$ cat src/rtl/bht_ctrl_if.sv
// ---------------------------------------------------------------------------
// bht_ctrl_if
// Bundles the fetch-stage prediction port, the resolve-stage update port,
// the flush/ready handshake and the statistics outputs of bht_ctrl.
//   master : the pipeline side (drives pcs, updates, flush)
//   slave  : the branch history table controller
// Signals:
//   flush_req        pipeline -> bht  one-cycle pulse restarting the sweep
//   ready            bht -> pipeline  table valid and accepting traffic
//   pred_pc          pipeline -> bht  fetch-stage pc
//   pred_taken       bht -> pipeline  predicted direction for pred_pc
//   upd_valid        pipeline -> bht  conditional branch resolved
//   upd_pc           pipeline -> bht  pc of resolved branch
//   upd_taken        pipeline -> bht  actual outcome
//   upd_mispredict   pipeline -> bht  resolve stage saw a wrong direction
//   stat_commits     bht -> pipeline  resolved branch total
//   stat_mispredicts bht -> pipeline  mispredict total
// ---------------------------------------------------------------------------
interface bht_ctrl_if;
  logic        flush_req;
  logic        ready;
  logic [31:0] pred_pc;
  logic        pred_taken;
  logic        upd_valid;
  logic [31:0] upd_pc;
  logic        upd_taken;
  logic        upd_mispredict;
  logic [31:0] stat_commits;
  logic [31:0] stat_mispredicts;

  modport master (
    output flush_req, pred_pc, upd_valid, upd_pc, upd_taken, upd_mispredict,
    input  ready, pred_taken, stat_commits, stat_mispredicts
  );

  modport slave (
    input  flush_req, pred_pc, upd_valid, upd_pc, upd_taken, upd_mispredict,
    output ready, pred_taken, stat_commits, stat_mispredicts
  );
endinterface

$ cat src/rtl/bht_ctrl.sv
// ---------------------------------------------------------------------------
// bht_ctrl
// Branch history table of 2-bit saturating counters. Serves a combinational
// prediction to fetch, a registered outcome update from the resolve stage,
// and a one-entry-per-cycle initialisation sweep after reset or flush.
// Ports:
//   clk  core clock, all state changes on posedge
//   rst  synchronous active-high reset
//   bus  bht_ctrl_if.slave (prediction, update, flush/ready, statistics)
// Parameters:
//   INDEX_BITS  log2 of the entry count; index = pc[INDEX_BITS+1:2]
//   INIT_STATE  counter value written by the sweep
// Optional feature macro:
//   BHT_STATS_EN  builds commit/mispredict counters; otherwise the stat
//                 outputs are tied to zero and no counter flops exist.
// ---------------------------------------------------------------------------
module bht_ctrl #(
  parameter int         INDEX_BITS = 6,
  parameter logic [1:0] INIT_STATE = 2'b01
) (
  input logic       clk,
  input logic       rst,
  bht_ctrl_if.slave bus
);

  localparam int ENTRIES = 1 << INDEX_BITS;
  localparam logic [INDEX_BITS-1:0] LAST_IDX = INDEX_BITS'(ENTRIES - 1);

  typedef enum logic {INIT, RUN} state_t;

  state_t                state, state_next;
  logic [INDEX_BITS-1:0] ptr;
  logic [1:0]            cnt_table [ENTRIES];
  logic [INDEX_BITS-1:0] pred_idx, upd_idx;
  logic [1:0]            upd_cur, upd_new, pred_cur;
  logic                  upd_en;
  logic                  pc_unused;

  assign pred_idx = bus.pred_pc[INDEX_BITS+1:2];
  assign upd_idx  = bus.upd_pc[INDEX_BITS+1:2];

  // Only the index field of each pc selects an entry; aliasing is intended.
  assign pc_unused = ^{bus.pred_pc[31:INDEX_BITS+2], bus.pred_pc[1:0],
                       bus.upd_pc[31:INDEX_BITS+2], bus.upd_pc[1:0]};

  // An update lands only in RUN and loses to both reset and flush.
  assign upd_en = (state == RUN) && bus.upd_valid && !bus.flush_req && !rst;

  always_ff @(posedge clk) begin
    if (rst) state <= INIT;
    else     state <= state_next;
  end

  always_comb begin
    state_next = state;
    case (state)
      INIT: if (!bus.flush_req && ptr == LAST_IDX) state_next = RUN;
      RUN:  if (bus.flush_req) state_next = INIT;
    endcase
  end

  // Sweep pointer wraps back to zero after the last entry, so it is already
  // cleared for the next sweep when RUN is entered.
  always_ff @(posedge clk) begin
    if (rst)                ptr <= '0;
    else if (bus.flush_req) ptr <= '0;
    else if (state == INIT) ptr <= ptr + 1'b1;
  end

  always_comb begin
    upd_cur = cnt_table[upd_idx];
    upd_new = upd_cur;
    if (bus.upd_taken && upd_cur != 2'd3)       upd_new = upd_cur + 2'd1;
    else if (!bus.upd_taken && upd_cur != 2'd0) upd_new = upd_cur - 2'd1;
  end

  // Table storage has no reset; the sweep is what makes it valid.
  always_ff @(posedge clk) begin
    if (state == INIT && !rst) cnt_table[ptr] <= INIT_STATE;
    else if (upd_en)           cnt_table[upd_idx] <= upd_new;
  end

  // Same-cycle bypass lets fetch see an update resolving this very cycle.
  always_comb begin
    pred_cur = cnt_table[pred_idx];
    if (upd_en && upd_idx == pred_idx) pred_cur = upd_new;
  end

  assign bus.pred_taken = (state == RUN) && pred_cur[1];
  assign bus.ready      = (state == RUN);

`ifdef BHT_STATS_EN
  logic [31:0] commits_q, mispredicts_q;

  // Statistics survive flushes and only clear on reset; both saturate.
  always_ff @(posedge clk) begin
    if (rst) begin
      commits_q     <= '0;
      mispredicts_q <= '0;
    end else if (upd_en) begin
      if (commits_q != 32'hFFFF_FFFF) commits_q <= commits_q + 32'd1;
      if (bus.upd_mispredict && mispredicts_q != 32'hFFFF_FFFF)
        mispredicts_q <= mispredicts_q + 32'd1;
    end
  end

  assign bus.stat_commits     = commits_q;
  assign bus.stat_mispredicts = mispredicts_q;
`else
  logic stat_unused;

  assign stat_unused          = bus.upd_mispredict;
  assign bus.stat_commits     = '0;
  assign bus.stat_mispredicts = '0;
`endif

endmodule

$ cat src/flat_wrapper.sv
// flat-port wrapper written by rule: the top's interface ports become plain ports
module bht_ctrl_flat 
#(
  parameter int         INDEX_BITS = 6,
  parameter logic [1:0] INIT_STATE = 2'b01
)
  (clk, rst, bus_flush_req, bus_pred_pc, bus_upd_valid, bus_upd_pc, bus_upd_taken, bus_upd_mispredict, bus_ready, bus_pred_taken, bus_stat_commits, bus_stat_mispredicts);
  bht_ctrl_if bus_i ();
  input logic clk;
  input logic rst;
  input wire logic [$bits(bus_i.flush_req)-1:0] bus_flush_req;
  input wire logic [$bits(bus_i.pred_pc)-1:0] bus_pred_pc;
  input wire logic [$bits(bus_i.upd_valid)-1:0] bus_upd_valid;
  input wire logic [$bits(bus_i.upd_pc)-1:0] bus_upd_pc;
  input wire logic [$bits(bus_i.upd_taken)-1:0] bus_upd_taken;
  input wire logic [$bits(bus_i.upd_mispredict)-1:0] bus_upd_mispredict;
  output wire logic [$bits(bus_i.ready)-1:0] bus_ready;
  output wire logic [$bits(bus_i.pred_taken)-1:0] bus_pred_taken;
  output wire logic [$bits(bus_i.stat_commits)-1:0] bus_stat_commits;
  output wire logic [$bits(bus_i.stat_mispredicts)-1:0] bus_stat_mispredicts;
  assign bus_i.flush_req = bus_flush_req;
  assign bus_i.pred_pc = bus_pred_pc;
  assign bus_i.upd_valid = bus_upd_valid;
  assign bus_i.upd_pc = bus_upd_pc;
  assign bus_i.upd_taken = bus_upd_taken;
  assign bus_i.upd_mispredict = bus_upd_mispredict;
  assign bus_ready = bus_i.ready;
  assign bus_pred_taken = bus_i.pred_taken;
  assign bus_stat_commits = bus_i.stat_commits;
  assign bus_stat_mispredicts = bus_i.stat_mispredicts;
  bht_ctrl #(.INDEX_BITS(INDEX_BITS), .INIT_STATE(INIT_STATE)) u_core (.clk(clk), .rst(rst), .bus(bus_i));
endmodule
$ cat config.mk
export PLATFORM = sky130hd
export DESIGN_NAME = bht_ctrl_flat
export DESIGN_NICKNAME = d
export VERILOG_FILES = /design/src/rtl/bht_ctrl_if.sv /design/src/rtl/bht_ctrl.sv /design/src/flat_wrapper.sv
export SDC_FILE = /design/constraint.sdc
export NUM_CORES = 1
export LEC_CHECK = 0
export ABC_CLOCK_PERIOD_IN_PS = 7000
export CAP_MARGIN = 20
export CORE_UTILIZATION = 45
export DETAILED_ROUTE_END_ITERATION = 16
export DONT_BUFFER_PORTS = 1
export PLACE_DENSITY = 0.69
export RECOVER_POWER = 50
export SYNTH_ARGS = -nofsm -noshare
export SYNTH_HDL_FRONTEND = slang
export SYNTH_SLANG_ARGS = --single-unit
$ cat constraint.sdc
create_clock -name clk -period 7 [get_ports clk]
set_input_delay 1.4 -clock clk [delete_from_list [all_inputs] [get_ports clk]]
set_output_delay 1.4 -clock clk [all_outputs]
set_load 0.005 [all_outputs]
==> results of run 1 <==
## logic make-up after synthesis
group,synth area share
xor gates and xnor gates,0.0139
buffers and inverters,0.0896
and+or+nand+nor,0.0902
muxes,0.196
adders and majority gates,0.00541
other,0.000541
DFF,0.574
AOI/OAI and AO/OA,0.0298
## layout by cell type, fill, tap and decap left out, types with 4 or more instances in the layout
master	count
clkbuf_16	17
nand3_1	4
o21a_1	4
edfxtp_1	128
xnor2_1	6
nand4_1	4
nand3b_1	5
inv_1	5
nand2b_1	5
or3_1	4
dfxtp_1	7
o21ai_0	6
clkinv_2	6
nor2_1	75
conb_1	64
xor2_1	5
mux4_2	56
mux2i_1	9
nand2_1	34
clkinv_1	4
## metal layers
metal  track usage  share of wire
met1         0.250           0.40
met2         0.328           0.50
met3        0.0624          0.080
met4        0.0914          0.026
met5             0              0
## registers in the layout, summed over array words and instances, names as in the netlist
name,count
u_core.bus.ready,1
u_core.cnt_table,128
u_core.ptr,6
## worst register-to-register path, cell delays in order (launching register included)
cell and delay, ns:
edfxtp_1 0.38, mux4_2 0.49, mux4_2 0.51, mux4_2 0.53, ha_1 0.22, and2_1 0.18, o221a_2 0.28, nor3_4 0.15
buf_4 0.53
## layout make-up
type	instances	area (um^2)	area share
clock buffers	18	429	0.0582
clock inverters	13	90.1	0.0122
well taps	188	235	0.0319
flip-flops and latches	135	3980	0.540
multi-input cells	316	2580	0.350
inverters	5	18.8	0.00254
repair buffers	3	42.5	0.00576
## where the power goes
| group | total, W | leakage [nW] | internal [W] | switching [W] |
|---|---|---|---|---|
| combinational | 0.0000559 | 0.913 | 0.0000294 | 0.0000265 |
| sequential | 0.000873 | 1.26 | 0.000872 | 0.00000139 |
| clock | 0.000796 | 0.255 | 0.000475 | 0.000321 |
| total | 0.00173 | 2.42 | 0.00138 | 0.000349 |
## path summary, 6_finish.rpt
kind | cells after the start | to | start | slack, ns
hold reg to reg | 2 | u_core.ptr[4]$_SDFFE_PP0N_ | u_core.ptr[4]$_SDFFE_PP0N_ | 0.61
hold / removal | 2 | u_core.ptr[4]$_SDFFE_PP0N_ | u_core.ptr[4]$_SDFFE_PP0N_ | 0.61
setup / recovery | 7 | bus_pred_taken | bus_upd_pc[2] | 1.59
setup reg to reg | 8 | u_core.cnt_table[32][1]$_DFFE_PP_ | u_core.cnt_table[3][0]$_DFFE_PP_ | 3.42
## stage by stage
step | hold slack (ns) | instance area, um^2
floorplan | 0.518 | 7180
global placement | 0.553 | 6830
detailed placement | 0.586 | 6830
CTS | 0.595 | 7350
global route | 0.666 | 7380
finish | 0.614 | 7380
==> impl_metrics.env, run 1 <==
export IMPL_status="complete, no violations"
export IMPL_tightest_slew_ns=0.596
export IMPL_clk_pin_slew_worst_paths_ns=0.05
export IMPL_p_total_w=0.00173
export IMPL_wl_per_cell_um=22.0
export IMPL_avgSynthCellArea_um2=14.3
export IMPL_cts_resized_gates=0
export IMPL_power_leakage_nw=2.42
export IMPL_fillers=1264
export IMPL_drive_gt1_frac=0.184
export IMPL_ys_seq_elements=135
export IMPL_synth_area_um2=6940
export IMPL_wirelength_mm=14.9
export IMPL_layout_setup_ws_ns=1.59
export IMPL_gp_congestion=0.811
export IMPL_antenna_left=0
export IMPL_grt_util_all_layers=0.202
export IMPL_rsz0062_at_grt="false"
export IMPL_crit_family="multiplexers"
export IMPL_final_min_clock_period_ns=5.41
export IMPL_synth_most_common_cell="edfxtp_1"
export IMPL_dieHeight_um=126
export IMPL_core_area_um2=15100
export IMPL_viasPerCell=5.78
export IMPL_grt_pass1_wl_mm=23.1
export IMPL_cpPeakStageDelay_ns=0.53
export IMPL_cts_buffers=17
export IMPL_setup_viol=0
export IMPL_port_buffers=0
export IMPL_crit_type="in2out"
export IMPL_crit_arrival_ns=4.01
export IMPL_hp_class="reg2reg"
export IMPL_critPathRequiredTime_ns=5.60
export IMPL_dp_hpwl_mm=9.73
export IMPL_vdd_ir_drop_max_mv=0.156
export IMPL_via_count=3922
export IMPL_firstDrtPassIters=5
export IMPL_setup_tns_ns=0
export IMPL_hold_buffers=0
export IMPL_hold_viol=0
export IMPL_synth_edf_count=128
export IMPL_synth_common_cells="128 x edfxtp_1, 75 x nor2_1, 64 x buf_4"
export IMPL_yosysWarningCount=0
export IMPL_synth_top_cell_area_share=0.554
export IMPL_synth_seq_area_share=0.574
export IMPL_cts_tree="done"
export IMPL_path_common_cell="mux4_2"
export IMPL_synthTopCellsByArea="edfxtp_1 55%, mux4_2 18%, buf_4 6.9%"
export IMPL_period_share=0.773
export IMPL_post_cts_buffers=0
export IMPL_clock_fmax_ghz=0.185
export IMPL_grt_overflow=0
export IMPL_critPathSlowestCell="mux4_2"
export IMPL_drv_cap=0
export IMPL_synthCells=484
export IMPL_grt_max_degree=65
export IMPL_skew_ns=0.00868
export IMPL_initial_core_util=0.458
export IMPL_fp_row_count=45
export IMPL_diodes=0
export IMPL_yosys_area_top_type="edfxtp_1"
export IMPL_grt_pass1_vias=3952
export IMPL_setup_worst_path_start_class="input port"
export IMPL_die_w_um=126
export IMPL_antenna_found_initial=0
export IMPL_power_density_nw_per_um2=234
export IMPL_cts_htree_levels=4
export IMPL_crit_chain="mux4_2 -> mux4_2 -> mux4_2 -> ha_1 -> and2_1 -> o221a_2 -> o31ai_1"
export IMPL_cp_max_fo=32
export IMPL_crit_buf_inv=0
export IMPL_clkLatencyLatePin_ns=0.42
export IMPL_cts_num_sinks=135
export IMPL_area_delta_synth_final_pct=6.37
export IMPL_yosys_cell_types_count=45
export IMPL_clock_path_buffers=2
export IMPL_dp_slack_ns=1.60
export IMPL_slew_violations=0
export IMPL_drt_iter0_markers=445
export IMPL_dieArea_um2=15900
export IMPL_synthArstFlopShare=0
export IMPL_layout_core_utilization=0.487
export IMPL_layout_cells_non_filler=678
export IMPL_drcViolationCount=0
export IMPL_post_place_cells=646
export IMPL_slew_headroom=0.591
export IMPL_synth_main_ff_cell="edfxtp_1"
export IMPL_clockRootBuffer="clkbuf_16"
export IMPL_ios=136
export IMPL_cp_end_kind="primary output"
export IMPL_nets=551
(Power assumes the default switching activity.)
==> run 2, diff against run 1 <==
Settings changed: ABC_CLOCK_PERIOD_IN_PS 7000 to 5400, PLACE_DENSITY 0.69 to 0.67.
Clock period 7 ns to 5.4 ns, I/O delays scaled along.
==> impl_metrics.env, run 2 (synthesis gave the netlist of run 1 again) <==
export IMPL_crit_buf_inv=0
export IMPL_clock_fmax_ghz=0.210
export IMPL_die_w_um=126
export IMPL_hold_buffers=0
export IMPL_layout_common_cells="128 x edfxtp_1, 75 x nor2_1, 64 x conb_1"
export IMPL_critPathRequiredTime_ns=4.32
export IMPL_dp_hpwl_mm=9.74
export IMPL_layout_commonest_cell="edfxtp_1"
export IMPL_slew_violations=0
export IMPL_rsz0062_at_grt="false"
export IMPL_vdd_ir_drop_max_mv=0.237
export IMPL_initial_core_util=0.458
export IMPL_slew_headroom=0.544
export IMPL_hp_class="reg2reg"
export IMPL_cts_resized_gates=0
export IMPL_setup_viol=0
export IMPL_drv_cap=0
export IMPL_hold_viol=0
export IMPL_crit_type="in2out"
export IMPL_final_min_clock_period_ns=4.76
export IMPL_critPathSlowestCell="mux4_2"
export IMPL_period_share=0.882
export IMPL_grt_max_degree=65
export IMPL_clkLatencyLatePin_ns=0.43
export IMPL_multi_input_area_um2=2580
export IMPL_ios=136
export IMPL_skew_ns=0.00770
export IMPL_fp_row_count=45
export IMPL_cpPeakStageDelay_ns=0.52
export IMPL_setup_worst_path_start_class="input port"
export IMPL_power_leakage_nw=2.48
export IMPL_grt_util_all_layers=0.205
export IMPL_drive_gt1_frac=0.190
export IMPL_gp_congestion=0.838
export IMPL_whs_ns=0.610
export IMPL_core_area_um2=15100
export IMPL_path_common_cell="mux4_2"
export IMPL_cts_num_sinks=135
export IMPL_crit_arrival_ns=3.68
export IMPL_fillers=1260
export IMPL_status="complete, no violations"
export IMPL_area_sequential_um2=3980
export IMPL_antenna_found_initial=1
export IMPL_area_delta_synth_final_pct=8.57
export IMPL_wl_per_cell_um=22.1
export IMPL_dieArea_um2=15900
export IMPL_grt_overflow=0
export IMPL_drcViolationCount=0
export IMPL_cp_max_fo=32
export IMPL_via_count=4016
export IMPL_power_density_nw_per_um2=337
export IMPL_firstDrtPassIters=5
export IMPL_cp_end_kind="primary output"
export IMPL_crit_chain="mux4_2 -> mux4_2 -> mux4_2 -> ha_1 -> and2_1 -> o221a_2 -> o31ai_1"
export IMPL_clk_pin_slew_worst_paths_ns=0.06
export IMPL_grt_pass1_wl_mm=23.3
export IMPL_grt_pass1_vias=3980
export IMPL_cts_htree_levels=4
export IMPL_top_register="u_core.cnt_table"
export IMPL_post_cts_buffers=0
export IMPL_antenna_left=0
export IMPL_nets=551
export IMPL_crit_family="multiplexers"
export IMPL_tightest_slew_ns=0.684
export IMPL_clock_path_buffers=2
export IMPL_cts_tree="done"
export IMPL_port_buffers=0
export IMPL_largest_reg_flops=128
export IMPL_layout_core_utilization=0.497
export IMPL_drt_iter0_markers=386
export IMPL_setup_tns_ns=0
export IMPL_wirelength_mm=15.0
export IMPL_viasPerCell=5.91
export IMPL_dieHeight_um=126
export IMPL_clockRootBuffer="clkbuf_16"
export IMPL_cts_buffers=17
[run 2: cell types whose count changed in the layout (fill, tap and decap cells not counted), sizes merged]
| cell | change |
|---|---|
| clkinv | -6 |
| buf | -1 |
| clkinvlp | +1 |
| bufinv | +6 |
| diode | +1 |
[run 2: final timing paths]
check	startpoint	cells after the start	to	slack, ns
worst min register to register	u_core.ptr[0]$_SDFFE_PP0N_	2	u_core.ptr[0]$_SDFFE_PP0N_	0.61
worst max-delay path	bus_upd_pc[2]	7	bus_pred_taken	0.64
worst min-delay path	u_core.ptr[0]$_SDFFE_PP0N_	2	u_core.ptr[0]$_SDFFE_PP0N_	0.61
worst max register to register	u_core.cnt_table[15][0]$_DFFE_PP_	9	u_core.cnt_table[60][0]$_DFFE_PP_	1.76
[run 2: worst register-to-register path, stage by stage (launching register included)]
cell      delay [ns]
edfxtp_1        0.37
mux4_2          0.50
mux4_2          0.54
mux4_2          0.53
ha_1            0.22
and2_1          0.18
nor2_1          0.13
xnor2_1         0.13
nand2_1         0.38
buf_12          0.35
[run 2: area by class of cell]
cell class	instances	area share
Sequential cell	135	0.529
Antenna cell	1	0.000332
Timing Repair Buffer	3	0.00415
Clock inverter	14	0.0339
Tap cell	188	0.0312
Multi-Input combinational cell	316	0.343
Clock buffer	17	0.0565
Inverter	5	0.00249
[run 2: report_power, final]
part | switching (W) | internal, W | leakage [nW]
Clock | 0.000428 | 0.000905 | 0.322
Combinational | 0.0000332 | 0.0000380 | 0.906
Sequential | 0.00000189 | 0.00113 | 1.25
Total | 0.000463 | 0.00207 | 2.48
[run 2: through the flow]
step                      total power [W]  worst slack [ns]  area (um^2)  std cells
final                             0.00254             0.638         7530        679
after global routing              0.00260             0.593         7530        678
after floorplan                   0.00127             0.482         7190        547
after CTS                         0.00255             0.657         7530        678
after detailed placement          0.00122             0.650         6850        647
after global placement            0.00122             0.686         6850        647
[run 2: per-layer routing]
metal,vias up,part of all wire,GRT usage
met4,0,0.018,0.0751
met3,27,0.085,0.0565
met1,2037,0.41,0.269
li1,1703,-,-
met2,249,0.48,0.327
met5,-,0,0
